## src/rtl/fetch_pkg.sv

```systemverilog
// Shared constants and types for the instruction fetch front-end.
package fetch_pkg;

  localparam int IW_DEF = 16;
  localparam int AW_DEF = 4;

  localparam logic [3:0] OPC_ADD  = 4'h1;
  localparam logic [3:0] OPC_SUB  = 4'h2;
  localparam logic [3:0] OPC_AND  = 4'h3;
  localparam logic [3:0] OPC_LOAD = 4'h4;
  localparam logic [3:0] OPC_HALT = 4'hF;

  typedef struct packed {
    logic [IW_DEF-1:0] instr;
    logic [AW_DEF-1:0] pc;
  } fetch_entry_t;

  // True when an opcode field stops the fetch stream.
  function automatic logic is_halt(input logic [3:0] opc);
    return opc == OPC_HALT;
  endfunction

endpackage

```

## src/rtl/sync_fifo.sv

```systemverilog
// First-word fall-through FIFO with synchronous flush and occupancy count.
module sync_fifo #(
  parameter  int WIDTH = 20,
  parameter  int DEPTH = 4,
  localparam int PW    = $clog2(DEPTH),
  localparam int CW    = PW + 1
) (
  input  logic             clk,
  input  logic             rst_n,
  input  logic             flush,
  input  logic             push,
  input  logic [WIDTH-1:0] push_data,
  input  logic             pop,
  output logic [WIDTH-1:0] head_data,
  output logic             empty,
  output logic [CW-1:0]    count
);

  logic [WIDTH-1:0] r_mem [DEPTH];
  logic [PW-1:0]    r_wr_ptr;
  logic [PW-1:0]    r_rd_ptr;
  logic [CW-1:0]    r_count;
  logic             w_full;
  logic             w_push;
  logic             w_pop;

  assign empty  = (r_count == '0);
  assign w_full = (r_count == CW'(DEPTH));
  assign count  = r_count;
  // Flush wins over any concurrent push or pop.
  assign w_push = push & ~flush;
  assign w_pop  = pop & ~flush & ~empty;
  // Head is forced to zero when empty so stale storage never leaks out.
  assign head_data = empty ? '0 : r_mem[r_rd_ptr];

  // Storage array; contents only matter between the pointers, so no reset.
  always_ff @(posedge clk) begin
    if (w_push) r_mem[r_wr_ptr] <= push_data;
  end

  // Pointer and occupancy bookkeeping.
  always_ff @(posedge clk or negedge rst_n) begin
    if (!rst_n) begin
      r_wr_ptr <= '0;
      r_rd_ptr <= '0;
      r_count  <= '0;
    end else if (flush) begin
      r_wr_ptr <= '0;
      r_rd_ptr <= '0;
      r_count  <= '0;
    end else begin
      if (w_push) r_wr_ptr <= r_wr_ptr + PW'(1);
      if (w_pop)  r_rd_ptr <= r_rd_ptr + PW'(1);
      case ({w_push, w_pop})
        2'b10:   r_count <= r_count + CW'(1);
        2'b01:   r_count <= r_count - CW'(1);
        default: r_count <= r_count;
      endcase
    end
  end

  // Upstream credit logic must never push into a full FIFO.
  always_ff @(posedge clk) begin
    if (rst_n) assert (!(w_push && w_full));
  end

endmodule

```

## src/rtl/instr_prefetch_unit.sv

```systemverilog
// Fetch front-end: program memory, PC, one-cycle read stage and prefetch FIFO.
module instr_prefetch_unit
  import fetch_pkg::*;
#(
  parameter  int IW    = IW_DEF,
  parameter  int AW    = AW_DEF,
  parameter  int DEPTH = 4,
  localparam int CW    = $clog2(DEPTH) + 1
) (
  input  logic          clk,
  input  logic          reset_n,
  input  logic          fetch_en,
  input  logic          prog_we,
  input  logic [AW-1:0] prog_addr,
  input  logic [IW-1:0] prog_data,
  input  logic          redirect_valid,
  input  logic [AW-1:0] redirect_pc,
  output logic          out_valid,
  input  logic          out_ready,
  output logic [IW-1:0] out_instr,
  output logic [AW-1:0] out_pc,
  output logic          halted,
  output logic [CW-1:0] fifo_count
);

  logic [IW-1:0]    r_mem [2**AW];
  logic [AW-1:0]    r_fetch_pc;
  logic [IW-1:0]    r_rd_data;
  logic [AW-1:0]    r_rd_pc;
  logic             r_rd_vld;
  logic             r_halted;

  logic             w_halt_det;
  logic [CW:0]      w_credit;
  logic             w_issue;
  logic             w_push;
  logic             w_pop;
  logic             w_empty;
  logic [IW+AW-1:0] w_head;

  assign w_halt_det = r_rd_vld & is_halt(r_rd_data[IW-1 -: 4]);
  // Credit counts the word in the read stage too; the same-cycle pop is ignored.
  assign w_credit   = {1'b0, fifo_count} + (CW+1)'(r_rd_vld);
  assign w_issue    = fetch_en & ~r_halted & ~w_halt_det & ~redirect_valid &
                      (w_credit < (CW+1)'(DEPTH));
  assign w_push     = r_rd_vld;
  assign w_pop      = out_valid & out_ready;

  assign out_valid  = ~w_empty;
  assign out_instr  = w_head[IW+AW-1:AW];
  assign out_pc     = w_head[AW-1:0];
  assign halted     = r_halted;

  // Program memory write port; survives reset by design.
  always_ff @(posedge clk) begin
    if (prog_we) r_mem[prog_addr] <= prog_data;
  end

  // Read stage and PC: redirect overrides everything, else issue one word.
  always_ff @(posedge clk or negedge reset_n) begin
    if (!reset_n) begin
      r_fetch_pc <= '0;
      r_rd_data  <= '0;
      r_rd_pc    <= '0;
      r_rd_vld   <= 1'b0;
    end else if (redirect_valid) begin
      r_fetch_pc <= redirect_pc;
      r_rd_vld   <= 1'b0;
    end else if (w_issue) begin
      r_rd_data  <= r_mem[r_fetch_pc];
      r_rd_pc    <= r_fetch_pc;
      r_rd_vld   <= 1'b1;
      r_fetch_pc <= r_fetch_pc + AW'(1);
    end else begin
      r_rd_vld   <= 1'b0;
    end
  end

  // Halt latch: set when a HALT word leaves the read stage, cleared by redirect.
  always_ff @(posedge clk or negedge reset_n) begin
    if (!reset_n)            r_halted <= 1'b0;
    else if (redirect_valid) r_halted <= 1'b0;
    else if (w_halt_det)     r_halted <= 1'b1;
  end

  sync_fifo #(
    .WIDTH (IW + AW),
    .DEPTH (DEPTH)
  ) u_fifo (
    .clk       (clk),
    .rst_n     (reset_n),
    .flush     (redirect_valid),
    .push      (w_push),
    .push_data ({r_rd_data, r_rd_pc}),
    .pop       (w_pop),
    .head_data (w_head),
    .empty     (w_empty),
    .count     (fifo_count)
  );

endmodule

```

## config.mk

```make
export PLATFORM = sky130hd
export DESIGN_NAME = instr_prefetch_unit
export DESIGN_NICKNAME = d
export VERILOG_FILES = /design/src/rtl/fetch_pkg.sv /design/src/rtl/sync_fifo.sv /design/src/rtl/instr_prefetch_unit.sv
export SDC_FILE = /design/constraint.sdc
export NUM_CORES = 1
export LEC_CHECK = 0
export BUFFER_PORTS_ARGS = -buffer_cell sky130_fd_sc_hd__buf_4
export CORE_MARGIN = 10
export CORE_UTILIZATION = 60
export CTS_CLUSTER_DIAMETER = 120
export DETAILED_ROUTE_END_ITERATION = 10
export PLACE_DENSITY = 0.84
export SLEW_MARGIN = 20
export SYNTH_ARGS = -nofsm -noshare
export SYNTH_HDL_FRONTEND = slang
export SYNTH_SLANG_ARGS = --single-unit
```

## constraint.sdc

```tcl
create_clock -name clk -period 5.18 [get_ports clk]
set_clock_uncertainty 0.15 [all_clocks]
set_input_delay 0.259 -clock clk [delete_from_list [all_inputs] [get_ports clk]]
set_output_delay 0.259 -clock clk [all_outputs]
set_load 0.05 [all_outputs]
```

==> results of run 1 <==
area by class of cell:
type                            instances  area [um2]
Tap cell                              319         399
Multi-Input combinational cell        273        3250
Fill cell                            1411        7050
Clock inverter                         18         158
Inverter                                6        22.5
Timing Repair Buffer                   98         795
Sequential cell                       369       10900
Clock buffer                           44         952
critical path, cell delays in order (launching register included):
cell	delay [ns]
dfrtp_4	0.92
buf_4	0.54
mux4_2	0.56
mux2i_1	0.18
a21oi_1	0.10
mux2_4	0.29
per-stage QoR:
| step | power [mW] | setup slack (ns) | std cells |
|---|---|---|---|
| 2_1_floorplan | 4.88 | 2.72 | 683 |
| 3_3_place_gp | 5.27 | 2.39 | 1042 |
| 3_5_place_dp | 5.34 | 2.27 | 1042 |
| 4_1_cts | 7.81 | 2.25 | 1126 |
| 5_1_grt | 8.05 | 2.12 | 1127 |
| 6_report | 7.77 | 2.29 | 1127 |
power breakdown:
part | internal (mW) | switching [mW] | leakage (nW)
combinational | 0.640 | 0.917 | 1.56
sequential | 3.51 | 0.219 | 3.44
clock | 1.45 | 1.03 | 0.543
layer usage:
| metal | vias to the layer above | wire [um] | track usage [%] |
|---|---|---|---|
| met4 | 0 | 742 | 6.68 |
| met1 | 3694 | 11900 | 26.5 |
| met5 | - | 0 | 0 |
| met3 | 69 | 2350 | 3.90 |
| li1 | 2982 | - | - |
| met2 | 333 | 14300 | 30.5 |
layout by cell type, fill, tap and decap left out, types with 6 or more instances in the layout:
master           n
clkbuf_16       37
nor2_1          21
mux2_4          10
clkbuf_1         7
dfrtp_1         30
o21ai_0         12
o22ai_1         10
mux4_2          83
dlygate4sd3_1   22
nor3_1           7
nand2_1          6
clkinv_1         8
mux2i_1         18
clkinv_2         6
a21oi_1         11
nand3_1          7
buf_4           75
and2_1          31
edfxtp_1       336
inv_1            6
nor2b_1          6
registers in the layout (all words and copies together), names as in the netlist:
register         count
u_fifo.r_mem        80
r_rd_data           16
r_rd_pc              4
halted               1
r_rd_vld             1
u_fifo.r_rd_ptr      2
r_mem              256
u_fifo.r_wr_ptr      2
u_fifo.count         3
r_fetch_pc           4
final timing paths:
path | start | endpoint | slack, ns | depth (start not counted)
max | r_fetch_pc[2]$_DFFE_PN0P_ | r_rd_data[6]$_DFFE_PN0P_ | 2.29 | 5
min | out_ready | u_fifo.r_rd_ptr[0]$_DFFE_PN0P_ | 0.03 | 4
max reg2reg | r_fetch_pc[2]$_DFFE_PN0P_ | r_rd_data[6]$_DFFE_PN0P_ | 2.29 | 5
min reg2reg | r_rd_data[10]$_DFFE_PN0P_ | u_fifo.r_mem[1][14]$_DFFE_PP_ | 0.37 | 0
max in group asynchronous | reset_n | r_fetch_pc[2]$_DFFE_PN0P_ | 4.39 | 2
min in group asynchronous | reset_n | u_fifo.r_rd_ptr[1]$_DFFE_PN0P_ | 0.10 | 2
cell families (layout without fill, tap and decap cells):
logic type	after synthesis	in the layout	synth area share [%]
fa+ha+maj	6	6	0.573
compound gates	48	48	2.11
xor+xnor	4	4	0.243
flops	369	369	75.8
simple gates	99	99	3.72
buf+inv	41	166	1.82
mux	116	116	15.8
==> flow_metrics.env, run 1 <==
export IMPL_status="finished clean"
export IMPL_grt_pass1_wl_um=45000
export IMPL_root_buffer="clkbuf_16"
export IMPL_final_max_slew_viol_count=0
export IMPL_htreeDepth=2
export IMPL_place_congestion=0.811
export IMPL_start_util_pct=61.2
export IMPL_vias=7078
export IMPL_antenna_cells=0
export IMPL_cts_sinks=369
export IMPL_drtAntennaViolNets=0
export IMPL_overflow=0
export IMPL_synth_nets=719
export IMPL_p_leak_nw=5.54
export IMPL_netlist_top_cells_area="edfxtp_1, mux4_2, dfrtp_1, and2_1, mux2i_1"
export IMPL_cts_resized=0
export IMPL_drtIter0Drc=705
export IMPL_dpl_hpwl_um=16600
export IMPL_routed_via_density=6.28
export IMPL_fp_dieW_um=175
export IMPL_drive_gt1_share_pct=29.1
export IMPL_required_ns=5.42
export IMPL_numCtsBuffers=35
export IMPL_synth_main_ff_cell="edfxtp_1"
export IMPL_maxSlewHeadroom_pct=27.3
export IMPL_cts_path_max_buffers=3
export IMPL_async_flop_share_pct=8.94
export IMPL_cts_hold_buffers=22
export IMPL_final_util_pct=70.1
export IMPL_route_detailed_drc=0
export IMPL_cts_tree="built"
export IMPL_synth_commonest_cells="edfxtp_1, mux4_2, dfrtp_1"
export IMPL_grt_antenna_before_repair=0
export IMPL_hold_violations=0
export IMPL_grt_total_usage_pct=19.3
export IMPL_min_path_type="in -> reg"
export IMPL_fin_setup_tns_ns=0
export IMPL_holdWs_ns=0.0271
export IMPL_yosysUniqueCellTypes=43
export IMPL_ys_ff_latch=369
export IMPL_synth_edf_count=336
export IMPL_max_freq_ghz=0.346
export IMPL_min_period_over_period_pct=55.8
export IMPL_wl_per_cell_um=26.0
export IMPL_crit_arrival_ns=3.13
export IMPL_dpl_cell_area_um2=15200
export IMPL_yosys_area_top_type_share_pct=70.0
export IMPL_rows=56
export IMPL_finalSetupViolCount=0
export IMPL_maxCapViolations=0
export IMPL_grt_max_degree=42
export IMPL_wl_um=29300
export IMPL_synth_area_leader_cell="edfxtp_1"
export IMPL_cp_max_fo=41
export IMPL_die_y_um=175
export IMPL_final_min_clock_period_ns=2.89
export IMPL_yosys_cell_count_top_type="edfxtp_1"
export IMPL_yosysWarnings=0
export IMPL_cts_setup_buffers=0
export IMPL_ir_drop_mv=0.503
export IMPL_numPortBuffers=54
export IMPL_first_pass_iters=5
export IMPL_seq_area_frac_synth_pct=75.8
export IMPL_clkTransAtPathRegs_ns=0.06
export IMPL_end_kind="flop"
export IMPL_coreArea_um2=23500
export IMPL_syn_area_per_cell_um2=21.1
export IMPL_grt_pass1_vias=7367
export IMPL_rsz0062_at_grt="no"
export IMPL_synth_cells=683
export IMPL_ioPinCount=55
export IMPL_nNetsFinal=819
export IMPL_tightest_slew_ns=1.09
export IMPL_critPathLaunchType="flop"
export IMPL_fp_dieArea_um2=30600
export IMPL_crit_type="reg -> reg"
export IMPL_clock_latency_ns=0.51
export IMPL_area_growth_pct=14.5
export IMPL_power_density_nw_per_um2=471
export IMPL_fin_area_um2=16500
export IMPL_netlist_area_um2=14400
(Power assumes the default switching activity.)
==> run 2, diff against run 1 <==
--- a/config.mk
+++ b/config.mk
@@ -5,12 +5,13 @@
 export SDC_FILE = /design/constraint.sdc
 export NUM_CORES = 1
 export LEC_CHECK = 0
+export ABC_AREA = 1
 export BUFFER_PORTS_ARGS = -buffer_cell sky130_fd_sc_hd__buf_4
 export CORE_MARGIN = 10
-export CORE_UTILIZATION = 60
+export CORE_UTILIZATION = 56
 export CTS_CLUSTER_DIAMETER = 120
 export DETAILED_ROUTE_END_ITERATION = 10
-export PLACE_DENSITY = 0.84
+export PLACE_DENSITY = 0.82
 export SLEW_MARGIN = 20
 export SYNTH_ARGS = -nofsm -noshare
 export SYNTH_HDL_FRONTEND = slang
==> constraint.sdc (replaced) <==
create_clock -name clk -period 2.47 [get_ports clk]
set_clock_uncertainty 0.15 [all_clocks]
set_input_delay 0.1235 -clock clk [delete_from_list [all_inputs] [get_ports clk]]
set_output_delay 0.1235 -clock clk [all_outputs]
set_load 0.05 [all_outputs]
==> run 2 against run 1 <==
Net effect:
- worst hold slack improved by 0.027 ns
- critical path depth grew 1
- sequential share of layout area shrank 5.5 points
- register-to-register slack got worse by 1.8 ns
- synthesized cell count grew 110%
- setup slack lost 2.2 ns
- cell area increased by 9.0%
==> flow_metrics.env, run 2 <==
export IMPL_synth_nets=1503
export IMPL_route_detailed_drc=0
export IMPL_fin_cells=1969
export IMPL_ioPinCount=55
export IMPL_reg_top3="r_mem: 256 flops, u_fifo.r_mem: 80 flops, r_rd_data: 16 flops"
export IMPL_min_path_type="in -> reg"
export IMPL_first_pass_iters=6
export IMPL_crit_type="reg -> out"
export IMPL_numCtsBuffers=37
export IMPL_seq_area_frac_synth_pct=69.6
export IMPL_cts_sinks=369
export IMPL_crit_arrival_ns=2.10
export IMPL_synth_area_leader_cell="edfxtp_1"
export IMPL_drive_gt1_share_pct=11.5
export IMPL_reg2regPathDepth=9
export IMPL_multi_input_area_um2=3620
export IMPL_regMostFlops="r_mem"
export IMPL_syn_area_per_cell_um2=10.7
export IMPL_final_min_clock_period_ns=2.37
export IMPL_status="finished clean"
export IMPL_wl_um=35900
export IMPL_netlist_top_cells_area="edfxtp_1, nand2_1, nand3_1, dfrtp_1, inv_1"
export IMPL_die_y_um=187
export IMPL_ys_ff_latch=369
export IMPL_nNetsFinal=1601
export IMPL_yosys_area_top_type_share_pct=64.3
export IMPL_routed_via_density=5.46
export IMPL_yosysUniqueCellTypes=29
export IMPL_clkTransAtPathRegs_ns=0.06
export IMPL_finalSetupViolCount=0
export IMPL_required_ns=2.20
export IMPL_power_density_nw_per_um2=799
export IMPL_htreeDepth=2
export IMPL_maxCapViolations=0
export IMPL_drtIter0Drc=1211
export IMPL_cp_max_fo=7
export IMPL_synth_edf_count=336
export IMPL_async_flop_share_pct=8.94
export IMPL_start_util_pct=56.6
export IMPL_seqCellArea_um2=10900
export IMPL_vias=10700
export IMPL_cts_path_max_buffers=3
export IMPL_end_kind="output port"
export IMPL_maxSlewHeadroom_pct=45.4
export IMPL_root_buffer="clkbuf_16"
export IMPL_final_max_slew_viol_count=0
export IMPL_final_common_cell="nand2_1"
export IMPL_drtAntennaViolNets=0
export IMPL_dpl_hpwl_um=20800
export IMPL_crit_path_max_incr_delay_ns=0.44
export IMPL_netlist_area_um2=15700
export IMPL_yosysWarnings=0
export IMPL_synth_main_ff_cell="edfxtp_1"
export IMPL_dp_cells=1876
export IMPL_path_cells="inv_1, nand2_1, inv_1, buf_4, a21oi_1, buf_4"
export IMPL_slowest_stage="dfrtp_1"
export IMPL_cts_tree="built"
export IMPL_grt_pass1_wl_um=56700
export IMPL_fp_dieW_um=187
export IMPL_clock_latency_ns=0.52
export IMPL_area_growth_pct=14.7
export IMPL_grt_pass1_vias=10800
export IMPL_overflow=0
export IMPL_numPortBuffers=54
export IMPL_final_cell_mix="nand2_1, edfxtp_1, inv_1"
export IMPL_grt_antenna_before_repair=1
export IMPL_pre_cts_ws_ns=0.476
export IMPL_largest_reg_flops=256
export IMPL_ir_drop_mv=0.565
export IMPL_min_period_over_period_pct=96.0
export IMPL_rows=61
export IMPL_synth_cells=1467
export IMPL_whs_path_depth=3
export IMPL_nFillCells=1965
export IMPL_yosys_cell_count_top_type="nand2_1"
export IMPL_max_freq_ghz=0.422
export IMPL_worst_slack_ns=0.0998
export IMPL_p_leak_nw=7.51
export IMPL_critPathLaunchType="flop"
export IMPL_synth_commonest_cells="nand2_1, edfxtp_1, inv_1"
export IMPL_grt_max_degree=75
export IMPL_grt_total_usage_pct=20.1
export IMPL_coreArea_um2=27700
export IMPL_place_congestion=0.863
export IMPL_tightest_slew_ns=0.819
export IMPL_fp_dieArea_um2=35100
export IMPL_rsz0062_at_grt="no"
export IMPL_hold_violations=0
export IMPL_wl_per_cell_um=18.2
run 2: cell count changes after synthesis, sizes merged, moves of 14 or more:
cell,delta
nand3,+187
inv,+202
buf,+35
mux2,-14
mux2i,-18
o21ai,+46
mux4,-84
and2,-32
a21oi,+14
nand2,+403
nor2,+86
run 2: stage by stage:
| stage | area, um2 | setup TNS, ns | utilization [%] | total power, mW | hold WS [ns] |
|---|---|---|---|---|---|
| 5_1_grt | 18000 | 0 | 64.9 | 14.9 | 0.0799 |
| 6_report | 18000 | 0 | 64.9 | 14.4 | 0.0540 |
| 3_5_place_dp | 16600 | 0 | 60.0 | 9.41 | -0.0421 |
| 3_3_place_gp | 16600 | 0 | 60.0 | 9.33 | -0.0472 |
| 2_1_floorplan | 15700 | -2.95 | - | 8.74 | -0.322 |
| 4_1_cts | 18000 | 0 | 64.8 | 14.4 | 0.0535 |
run 2: power by group:
part / switching, mW / internal [mW]
combinational: 1.40 / 0.624
sequential: 0.213 / 7.13
clock: 2.21 / 2.79
run 2: logic make-up (layout without fill, tap and decap cells):
logic type,count (synthesis),count (layout),synth area share (%)
adder cells (fa/ha/maj),6,6,0.527
buffers and inverters,282,405,7.71
XOR/XNOR,3,3,0.168
other,0,1,0
AO/OA/AOI/OAI,85,85,2.74
flip-flops,369,369,69.6
AND/OR/NAND/NOR,722,722,19.3
run 2: what timing repair did:
item	CTS	global route
endpoints found under the hold margin	301	0
gates resized for setup	2	1
setup buffers	0	2
hold buffers	26	0
setup endpoints to repair	11	6
run 2: routing by layer:
layer / vias up / global-route usage [%] / share of wire, %
met3: 104 / 3.67 / 9.0
met1: 5078 / 25.3 / 40
met5: - / 0 / 0
li1: 5010 / - / -
met4: 0 / 8.41 / 3.6
met2: 551 / 33.5 / 48
run 2: area by class of cell:
class,instances,area share (%)
sequential,369,60.7
multi-input combinational,816,20.1
timing repair buffer,131,6.16
clock buffer,48,5.43
inverter,210,4.42
tap,378,2.63
clock inverter,16,0.480
antenna,1,0.0139
run 2: final timing paths:
check,start,endpoint,slack (ns)
worst max-delay path,u_fifo.count[1]$_DFFE_PN0P_,out_instr[13],0.1
worst min-delay path,prog_addr[1],r_mem[15][12]$_DFFE_PP_,0.05
worst max register to register,u_fifo.count[2]$_DFFE_PN0P_,u_fifo.count[2]$_DFFE_PN0P_,0.44
worst min register to register,r_rd_data[2]$_DFFE_PN0P_,u_fifo.r_mem[0][6]$_DFFE_PP_,0.36
max in group asynchronous,reset_n,r_fetch_pc[0]$_DFFE_PN0P_,1.48
min in group asynchronous,reset_n,u_fifo.count[1]$_DFFE_PN0P_,0.48
run 2: critical path: cells and delay by family, from the launching register on:
family | cells | cell delay [ns]
DFF | 1 | 0.44
and+or+nand+nor | 1 | 0.19
AOI/OAI and AO/OA | 1 | 0.20
buffers and inverters | 4 | 0.74
